### config.mk
export PLATFORM = sky130hd
export DESIGN_NAME = fetch_queue
export DESIGN_NICKNAME = d
export VERILOG_FILES = /design/src/rtl/fetch_queue.sv
export SDC_FILE = /design/constraint.sdc
export NUM_CORES = 1
export LEC_CHECK = 0
export ABC_AREA = 1
export ABC_CLOCK_PERIOD_IN_PS = 12100
export CORE_MARGIN = 2
export CORE_UTILIZATION = 45
export DETAILED_ROUTE_END_ITERATION = 10
export PLACE_DENSITY = 0.68
export SKIP_CTS_REPAIR_TIMING = 1
export SLEW_MARGIN = 25
export SYNTH_ARGS = -nofsm -noshare
export SYNTH_HDL_FRONTEND = slang
export SYNTH_SLANG_ARGS = --single-unit
### constraint.sdc
create_clock -name clk -period 12.1 [get_ports clk]
set_input_delay 2.42 -clock clk [delete_from_list [all_inputs] [get_ports clk]]
set_output_delay 2.42 -clock clk [all_outputs]
set_load 0.1 [all_outputs]
### src/rtl/fetch_queue.sv
// Fetch-to-Decode instruction queue: small circular FIFO of {pc, instr}.
// almost_full stalls Fetch one entry early; flush drops every entry.
module fetch_queue #(
  parameter int DEPTH  = 4,
  parameter int DATA_W = 64
) (
  input  logic                       clk,
  input  logic                       reset,
  input  logic                       flush,
  input  logic                       in_valid,
  input  logic [DATA_W-1:0]          in_data,
  output logic                       in_ready,
  output logic                       almost_full,
  output logic                       out_valid,
  output logic [31:0]                out_pc,
  output logic [31:0]                out_instr,
  input  logic                       out_ready,
  output logic [$clog2(DEPTH):0]     count
);

  localparam int AW = $clog2(DEPTH);
  localparam int CW = AW + 1;
  localparam logic [CW-1:0] FULL = CW'(DEPTH);
  localparam logic [CW-1:0] AFULL = CW'(DEPTH - 1);

  logic [DATA_W-1:0] r_mem [DEPTH];
  logic [AW-1:0]     r_wr_ptr;
  logic [AW-1:0]     r_rd_ptr;
  logic [CW-1:0]     r_count;

  logic w_push;
  logic w_pop;
  logic [DATA_W-1:0] w_head;

  assign in_ready    = !reset && !flush && (r_count != FULL);
  assign out_valid   = (r_count != '0);
  assign almost_full = (r_count >= AFULL);
  assign count       = r_count;

  assign w_push = in_valid && in_ready;
  assign w_pop  = out_valid && out_ready;

  assign w_head    = r_mem[r_rd_ptr];
  assign out_pc    = w_head[63:32];
  assign out_instr = w_head[31:0];

  // Array has no reset; head data is qualified by out_valid.
  always_ff @(posedge clk) begin
    if (w_push) begin
      r_mem[r_wr_ptr] <= in_data;
    end
  end

  always_ff @(posedge clk) begin
    if (reset || flush) begin
      r_wr_ptr <= '0;
      r_rd_ptr <= '0;
      r_count  <= '0;
    end else begin
      if (w_push) begin
        r_wr_ptr <= r_wr_ptr + 1'b1;
      end
      if (w_pop) begin
        r_rd_ptr <= r_rd_ptr + 1'b1;
      end
      unique case ({w_push, w_pop})
        2'b10:   r_count <= r_count + 1'b1;
        2'b01:   r_count <= r_count - 1'b1;
        default: r_count <= r_count;
      endcase
    end
  end

endmodule

Word level (Yosys, flattened, before mapping)
Memories as Yosys holds them, arrays and structs flattened. A register that Yosys moved wholly into a read port is not among the register bits. Cells that the tools add are included.

Input bits: 69. Output and inout bits: 70. Bits in writable memories: 256. Register bits: 7. Word-level logic and storage cells: 26. Memories: 1.

Add/subtract/negate cells: 4. Eq/ne operators: 3. Reduce and logical (&&, ||, !) cells: 9. Multiplexer cells: 5. $lt $le $gt $ge: 1.

Memories: r_mem (depth 4, bits a word 64, rd ports 1, clocked after Yosys merged registers in 1, write ports 1, line 26) `logic [DATA_W-1:0] r_mem [DEPTH];`.

Operator list (number): $pmux 3 s2 (1); $add 2x1->2 const B (2); $logic_and 1x1->1 (4); $mux 2 (2); $add 3x1->3 const B (1); $ge 3x2->1 const B (1); $ne 3x3->1 const B (1); $reduce_bool 3->1 (1); $sub 3x1->3 const B (1); $eq 2x1->1 const B (1); $eq 2x2->1 const B (1); $logic_not 1->1 (2); $mux 1 (2); $reduce_bool 2->1 (1); $logic_or 1x1->1 (1).

Depth between registers and ports, before layout
Word-level depth: 6. Mapped depth: 13. Mapped depth without buffers: 13.

Worst setup path after synthesis
OpenSTA, ideal clock, no wires.

Kind: input-to-output. Start point: input reset. End point: output in_ready. Path slack: 5.540 ns. Stages: 3. Path buffers: 0. Arrival time: 4.140 ns. Path through: nor2_4 inv_1 a21oi_1.

Longest elaborated chain between the ends: 3.

RTL lines: start: declaration (line 8) `input logic reset,`; $logic_not 1->1 (line 35) `assign in_ready = !reset && !flush && (r_count != FULL);`; $logic_and 1x1->1 (2 in series) (line 35); end: declaration (line 12) `output logic in_ready,`.

No other way between the ends.

Worst setup path in the final report
Same ends and word-level chain as after synthesis.

==> metrics.txt <==
Mapped Nets=766; Inserted Diodes=0; actual slew at the worst max-slew pin=1047 ps; synthesized-area fraction occupied by adder cells=0.8253%; total area of sequential cells=7873 um^2; Max stage delay on crit path=1160 ps; Tightest Hold Check Type=reg2reg; Worst Setup Start Kind=primary input; Most Used Layer, Global Route=met2; final setup violation count=0; worst skew pair latency=520 ps; chain of cells forming the critical path=clkdlybuf4s50_1, nor2_4, inv_1, a21oi_1, clkdlybuf4s50_1; FF+latch count, synth=265; fraction of the mapped netlist area in simple logic gates=6.165%; H-tree levels=1; effective utilization at floorplan=45.85%; Via-to-Cell Ratio=5.332; Initial DRT Pass Iterations=4; count of vias placed by the detailed router=5998; DPL Wire Length=10710 um; clock tree sinks=265; CP max stage cell=sky130_fd_sc_hd__clkdlybuf4s50_1; Die Footprint=23440 um^2; DRC errors left=0; Worst Setup Path Type=in2out; placeable core region=21820 um^2; Tot Pwr=1923 uW; largest family of logic cells by synthesized area=compound AO/OA/AOI/OAI gates; required time of the critical path=9680 ps; total count of max-transition violations in the final report=0; number of primary I/O pins=139; data arrival time of the critical path=4470 ps; number of global-route vias before repair=5812; mux share of post-synthesis cell area=0%; net count reported at finish=900; weighted congestion at the end of routability-driven global placement=0.7281; Tot GR Track Use=16.54%; run status=complete, no violations; mean cell area of the mapped netlist=14.48 um^2; number of buffers on the longest clock path=3; count of final hold-check violations=0; clock slew at the register clock pins of the worst setup and hold paths=60 ps; fraction of met2 tracks used by global routing=29.10%; largest voltage drop on the vdd net=0.00008789 V; GR met3 Demand/Resource=3.346%; total routed wirelength=20190 um; setup_tns=0 ps; root buf cell=sky130_fd_sc_hd__clkbuf_16; die width=153.1 um; post-synthesis share of cell area spent on xor and xnor gates=0%; initial antenna violation count=1; Max Clock Skew=13.82 ps; layout overhead on the synthesized area=23.73%; unrepaired setup endpoints after global routing=no; area of the mapped netlist=10010 um^2; met1 Track Usage GR=21.14%; final core utilization=56.73%; share of the yosys chip area belonging to registers=78.63%; Remaining Overflow, GRT=0; reported leakage power=0.004090 uW; power per cell area=155.3 nW/um^2; minimum clock period=6887 ps; first-pass GRT wire length=30610 um; period utilisation layout=56.92%; share of layout cells above drive strength 1=6.391%; Synth Area in Compound Gates=10.80%; Filler Cell Count=1751; Num CTS Buffers=26; number of antenna-violating nets in the routed design=0; worst-path fanout max=9; largest net degree at the start of global routing=83; count of unique library cells instantiated by Yosys=21; routed wirelength normalized by instance count=17.95 um; placement row count=54; Most common cell on crit path=sky130_fd_sc_hd__clkdlybuf4s50_1; type of element capturing the critical path=primary output; Max Freq=145.2 MHz; worst relative slew slack=29.97%; violation count after the first detailed-routing iteration=340; count of input and output buffers=138; CTS tree=yes; total of max-cap violations=0; Multi-input gate area=1810 um^2; Mapped Cells=691; Synthesis Warnings=0; die extent in y=153.1 um
-- report_power, final --
group | internal, uW | leakage [uW] | total [uW] | switching [uW]
Sequential | 1010 | 0.00239 | 1020 | 3.33
Combinational | 42.5 | 0.00130 | 149 | 106
Clock | 443 | 0.000401 | 757 | 314
-- routing by layer --
layer | wire (um) | up-vias
met1 | 8718 | 2967
met5 | 0 | -
met3 | 1165 | 27
met4 | 282 | 0
met2 | 10030 | 142
li1 | - | 2862
-- placed cells by master, fill, tap and decap left out --
| cell type | instances |
|---|---|
| sky130_fd_sc_hd__nand4_1 | 1 |
| sky130_fd_sc_hd__buf_4 | 8 |
| sky130_fd_sc_hd__o21ai_1 | 56 |
| sky130_fd_sc_hd__o21ai_0 | 76 |
| sky130_fd_sc_hd__buf_12 | 1 |
| sky130_fd_sc_hd__o22ai_1 | 64 |
| sky130_fd_sc_hd__nor2_1 | 135 |
| sky130_fd_sc_hd__clkinv_1 | 3 |
| sky130_fd_sc_hd__inv_4 | 1 |
| sky130_fd_sc_hd__dfxtp_4 | 1 |
| sky130_fd_sc_hd__nor2_4 | 5 |
| sky130_fd_sc_hd__inv_1 | 17 |
| sky130_fd_sc_hd__clkinv_2 | 5 |
| sky130_fd_sc_hd__bufinv_16 | 1 |
| sky130_fd_sc_hd__nand2_1 | 14 |
| sky130_fd_sc_hd__dfxtp_1 | 7 |
| sky130_fd_sc_hd__nand3_1 | 5 |
| sky130_fd_sc_hd__fa_1 | 1 |
| sky130_fd_sc_hd__inv_6 | 1 |
| sky130_fd_sc_hd__dfxtp_2 | 1 |
| sky130_fd_sc_hd__clkbuf_16 | 27 |
| sky130_fd_sc_hd__clkbuf_1 | 9 |
| sky130_fd_sc_hd__edfxtp_1 | 256 |
| sky130_fd_sc_hd__ha_1 | 5 |
| sky130_fd_sc_hd__clkbuf_8 | 2 |
| sky130_fd_sc_hd__inv_2 | 1 |
| sky130_fd_sc_hd__clkdlybuf4s50_1 | 138 |
| sky130_fd_sc_hd__a21oi_1 | 4 |
-- logic make-up after synthesis --
family / Yosys count
compound gates: 200
fa+ha+maj: 6
buf+inv: 60
flops: 265
simple gates: 160
-- cell usage after synthesis (all sizes together) --
cell type,number,area share [%]
nor2,140,5.3
buf,24,2.2
clkinv,1,0.037
inv,18,0.70
nand2,14,0.53
a21oi,4,0.20
edfxtp,256,77
nand3,5,0.25
clkbuf,17,0.68
dfxtp,9,1.8
fa,1,0.20
o22ai,64,4.0
o21ai,132,6.6
nand4,1,0.063
ha,5,0.63
-- area by class of cell --
cell class,instances,area share (%)
clock inverters,10,0.6064
inverters,19,0.5963
multi-input cells,366,14.62
clock buffers,38,5.953
flip-flops and latches,265,63.59
repair buffers,147,11.80
well taps,280,2.830
-- worst max-delay path, delay by kind of cell --
kind                   cells  cell delay (ps)
AND/OR/NAND/NOR            1              210
buffers and inverters      3             1680
AO/OA/AOI/OAI              1              160
-- registers in the layout (all words and copies together) (netlist names), named ones only --
name	cells
count	3
r_mem	256
r_rd_ptr	2
r_wr_ptr	2
-- final timing paths --
kind | start | end | slack [ps] | cells after the start
setup / recovery | reset | in_ready | 5210 | 5
hold / removal | r_rd_ptr[1] | flip-flop | 490 | 2
setup reg to reg | count[0] | r_mem[2][15] | 9250 | 5
hold reg to reg | r_rd_ptr[1] | flip-flop | 490 | 2
-- per-stage QoR --
step                std cells  hold slack [ps]  setup slack (ps)  instance area, um^2
floorplan                 691            460.4              5540                10010
global placement         1076            485.2              5223                11550
CTS                      1124            490.8              5197                12360
detailed placement       1076            480.1              5209                11550
global route             1125            537.4              5090                12380
finish                   1125            489.4              5213                12380
No activity file was read; power rests on OpenSTA's default activity.
==> variant 1: new RTL, config.mk and constraints unchanged <==
Set the parameter `DEPTH` to 8 (it was 4).
--- a/src/rtl/fetch_queue.sv
+++ b/src/rtl/fetch_queue.sv
@@ -1,7 +1,7 @@
 // Fetch-to-Decode instruction queue: small circular FIFO of {pc, instr}.
 // almost_full stalls Fetch one entry early; flush drops every entry.
 module fetch_queue #(
-  parameter int DEPTH  = 4,
+  parameter int DEPTH  = 8,
   parameter int DATA_W = 64
 ) (
   input  logic                       clk,
Interface: changed (resized count); port bits go from 139 to 140. The function was not compared with the original's and may differ.
==> variant 1 against the unedited design <==
Cell area rose by 96%; sequential power rose by 97%; routed wire length rose by 120%; clock power rose by 120%; critical path type unchanged; worst setup slack got worse by 0.26 ns; sequential cell count rose by 260; area after synthesis rose by 110%; critical endpoint unchanged; power rose by 100%.
==> variant 1: results (changes against the unedited design) <==
[metrics] run status: finished, final reports clean
[metrics] number of nets in the layout: 1732 (+92%)
[metrics] syn nets: 1607 (+110%)
[metrics] count of H-tree levels built during CTS: 2 (+1)
[metrics] antenna violations before repair: 6 (+5)
[metrics] Static Leakage: 8.007 nW (+96%)
[metrics] Synth Area in Compound Gates: 8.656% (-2.1 points)
[metrics] length of routed met3 wiring: 2.564 mm (+120%)
[metrics] routed wire length on met2: 21.74 mm (+120%)
[metrics] met2 global-route usage: 32.09% (+3.0 points)
[metrics] Layout Skew: 0.01711 ns (+0.003285 ns)
[metrics] arrival time of the worst setup path: 4.72 ns (+0.25 ns)
[metrics] average wire length per cell after detail routing: 19.34 µm (+7.8%)
[metrics] routed vias: 12270 (+100%)
[metrics] path depth of the worst reg2reg path: 6 (+1)
[metrics] adder-cell share of the synthesized area: 0.3046% (-0.52 points)
[metrics] dpl hpwl: 22.42 mm (+110%)
[metrics] Tot GR Track Use: 18.79% (+2.3 points)
[metrics] area post-placement: 22440 µm² (+94%)
[metrics] Min-Delay Startpoint: r_rd_ptr[0]$_SDFFE_PP0P_
[metrics] Routability Congestion: 0.7115 (-2.3%)
[metrics] number of DRC markers in iteration 0: 1016 (+200%)
[metrics] Netlist cell types: 23 (+9.5%)
[metrics] reg-to-reg critical path endpoint: r_mem[6][10]$_DFFE_PP_
[metrics] most frequent cells after synthesis: 512 x sky130_fd_sc_hd__edfxtp_1, 263 x sky130_fd_sc_hd__nor2_1, 233 x sky130_fd_sc_hd__o21ai_0
[metrics] ratio of cells with drive above 1 in the final layout: 6.600% (+0.21 points)
[metrics] leading post-synthesis cells by cell area: sky130_fd_sc_hd__edfxtp_1 75%, sky130_fd_sc_hd__o21ai_0 5.7%, sky130_fd_sc_hd__nor2_1 4.8%
[metrics] multiplexer share of the synthesized area: 3.119% (+3.1 points)
[metrics] global-route wire length before repair: 68.67 mm (+120%)
[variant 1: kinds of logic after synthesis]
kind of cell | count (synthesis)
adder cells (fa/ha/maj) | 5
flip-flops | 525
buffers and inverters | 109
XOR/XNOR | 2
AND/OR/NAND/NOR | 489
AO/OA/AOI/OAI | 339
multiplexers | 64
[variant 1: worst max-delay path by stage]
stage	from	end	slack [ns]	cells after the start
global route	reset	in_ready	4.77	5
detailed placement	reset	in_ready	4.95	5
floorplan	reset	r_mem[0][0]$_DFFE_PP_	4.03	4
global placement	reset	in_ready	4.99	5
finish	reset	in_ready	4.96	5
CTS	reset	in_ready	4.93	5
[variant 1: area by class of cell]
class	instances	area share, %
flip-flops and latches	525	64.56
multi-input cells	899	18.15
repair buffers	163	6.717
clock buffers	62	5.612
well taps	600	3.098
clock inverters	30	1.544
inverters	18	0.2994
diodes	2	0.02065
[variant 1: power breakdown]
part | total [mW] | switching (mW) | internal [mW]
logic | 0.292 | 0.215 | 0.0768
registers | 2.01 | 0.00691 | 2.00
clock network | 1.63 | 0.639 | 0.988
[variant 1: per-stage QoR]
step,cells,hold WS (ns)
after detailed placement,2203,0.4717
after global placement,2203,0.4658
after CTS,2295,0.4868
after floorplan,1533,0.4476
final,2299,0.4906
after global routing,2297,0.5202
[variant 1: worst max-delay path, cell delays in order]
cell	delay, ns
sky130_fd_sc_hd__clkdlybuf4s50_1	0.41
sky130_fd_sc_hd__nor2_1	0.40
sky130_fd_sc_hd__inv_1	0.16
sky130_fd_sc_hd__a31oi_1	0.18
sky130_fd_sc_hd__clkdlybuf4s50_1	1.16
==> variant 2: new RTL, config.mk and constraints unchanged <==
Without the edit above. Register the output `count` once more; this adds one clock of latency there. The other outputs are not delayed to match.
--- a/src/rtl/fetch_queue.sv
+++ b/src/rtl/fetch_queue.sv
@@ -35,7 +35,9 @@
   assign in_ready    = !reset && !flush && (r_count != FULL);
   assign out_valid   = (r_count != '0);
   assign almost_full = (r_count >= AFULL);
-  assign count       = r_count;
+  always_ff @(posedge clk) begin
+    count <= r_count;
+  end
 
   assign w_push = in_valid && in_ready;
   assign w_pop  = out_valid && out_ready;
Behaviour: not the same (Yosys sat finds a counterexample within 4 cycles, from zero or initial values).
==> variant 2 against the unedited design <==
Cell area grew 0.73%; register-to-register slack improved by 0.02 ns; maximum frequency fell by 0.50%; routed wire length increased by 1.4%; power increased by 0.20%; hold slack worse by 0.096 ns; sequential cell count is 3 higher; critical path depth unchanged; count of clock-buffer cells in the layout down 1; worst setup slack got worse by 0.034 ns; area after synthesis rose by 0.60%; critical path type unchanged; largest cell class unchanged; largest power group unchanged.
==> variant 2: results (changes against the unedited design) <==
[metrics] dpl hpwl: 11.09 mm (+3.6%)
[metrics] Synth Area in Compound Gates: 10.74% (-0.064 points)
[metrics] arrival time of the worst setup path: 4.50 ns (+0.03 ns)
[metrics] peak supply drop: 0.1003 mV (+14%)
[metrics] run status: finished, final reports clean
[metrics] antenna violations before repair: 0 (-1)
[metrics] Layout Skew: 0.01379 ns (-0.00003180 ns)
[metrics] cell at the root of the clock tree: sky130_fd_sc_hd__clkbuf_16
[metrics] global-route wire length before repair: 31.54 mm (+3.0%)
[metrics] startpoint of the worst setup timing path: reset
[metrics] final standard cell count with taps included and fillers excluded: 1131 (+0.53%)
[metrics] Hold Path Cell Cnt: 0 (-2)
[metrics] syn nets: 769 (+0.39%)
[metrics] clock buffers created by TritonCTS: 27 (+3.8%)
[metrics] reg-to-reg critical path startpoint: r_count[0]$_SDFFE_PP0P_
[metrics] Min-Delay Startpoint: r_count[2]$_SDFFE_PP0P_
[metrics] number of global-route vias before repair: 5798 (-0.24%)
[metrics] Fillers: 1808 (+3.3%)
[metrics] slew at the pin with the worst max-slew slack: 1.041 ns (-0.006084 ns)
[metrics] ratio of cells with drive above 1 in the final layout: 6.816% (+0.42 points)
[metrics] average instance area after synthesis: 14.50 µm² (+0.17%)
[metrics] reg-to-reg critical path endpoint: r_mem[0][29]$_DFFE_PP_
[metrics] crit-path max FO: 9 (unchanged)
[metrics] switching share of power: 22.20% (+0.19 points)
[metrics] total wire length: 20.48 mm (+1.4%)
[metrics] Routability Congestion: 0.7822 (+7.4%)
[metrics] via density per instance: 5.245 (-1.6%)
[metrics] adder-cell share of the synthesized area: 0.8204% (-0.0049 points)
[metrics] number of nets in the layout: 906 (+0.67%)
[metrics] Final period util: 57.20% (+0.28 points)
[metrics] sequential-to-total area share from yosys stat: 78.76% (+0.13 points)
[metrics] leading post-synthesis cells by cell area: sky130_fd_sc_hd__edfxtp_1 76%, sky130_fd_sc_hd__nor2_1 5.2%, sky130_fd_sc_hd__o22ai_1 4.0%
[metrics] worst slack at placement: 5.185 ns (-0.02384 ns)
[metrics] multiplexer share of the synthesized area: 0% (unchanged)
[metrics] antenna cell count: 0 (unchanged)
[metrics] sequential fraction of design power: 53.3% (+0.4 points)
[metrics] worst reg-to-reg setup slack: 9.27 ns (+0.02 ns)
[metrics] Tot GR Track Use: 16.86% (+0.32 points)
-- variant 2: area by class of cell --
type,count,area [µm²],share of cell area [%]
Inverter,19,73.82,0.5920
Tap cell,280,350.3,2.809
Multi-Input combinational cell,366,1810,14.52
Clock buffer,37,753.2,6.040
Clock inverter,12,53.80,0.4314
Timing Repair Buffer,149,1496,12.00
Sequential cell,268,7933,63.61
-- variant 2: stage by stage --
step                      hold slack [ns]  total power [mW]
after floorplan                    0.3606             1.141
after global placement             0.3889             1.196
after detailed placement           0.3827             1.197
after CTS                          0.3952             1.948
after global routing               0.4003             1.989
final                              0.3936             1.927
-- variant 2: layer usage --
layer  part of all wire [%]  global-route usage, %  vias to the layer above  routed length, µm
met4                    1.5                  4.063                        0                310
met1                     45                  23.10                     2892               9265
met5                      0                      0                        -                  0
met3                    5.3                  3.523                       23               1087
li1                       -                      -                     2868                  -
met2                     48                  27.96                      149               9815
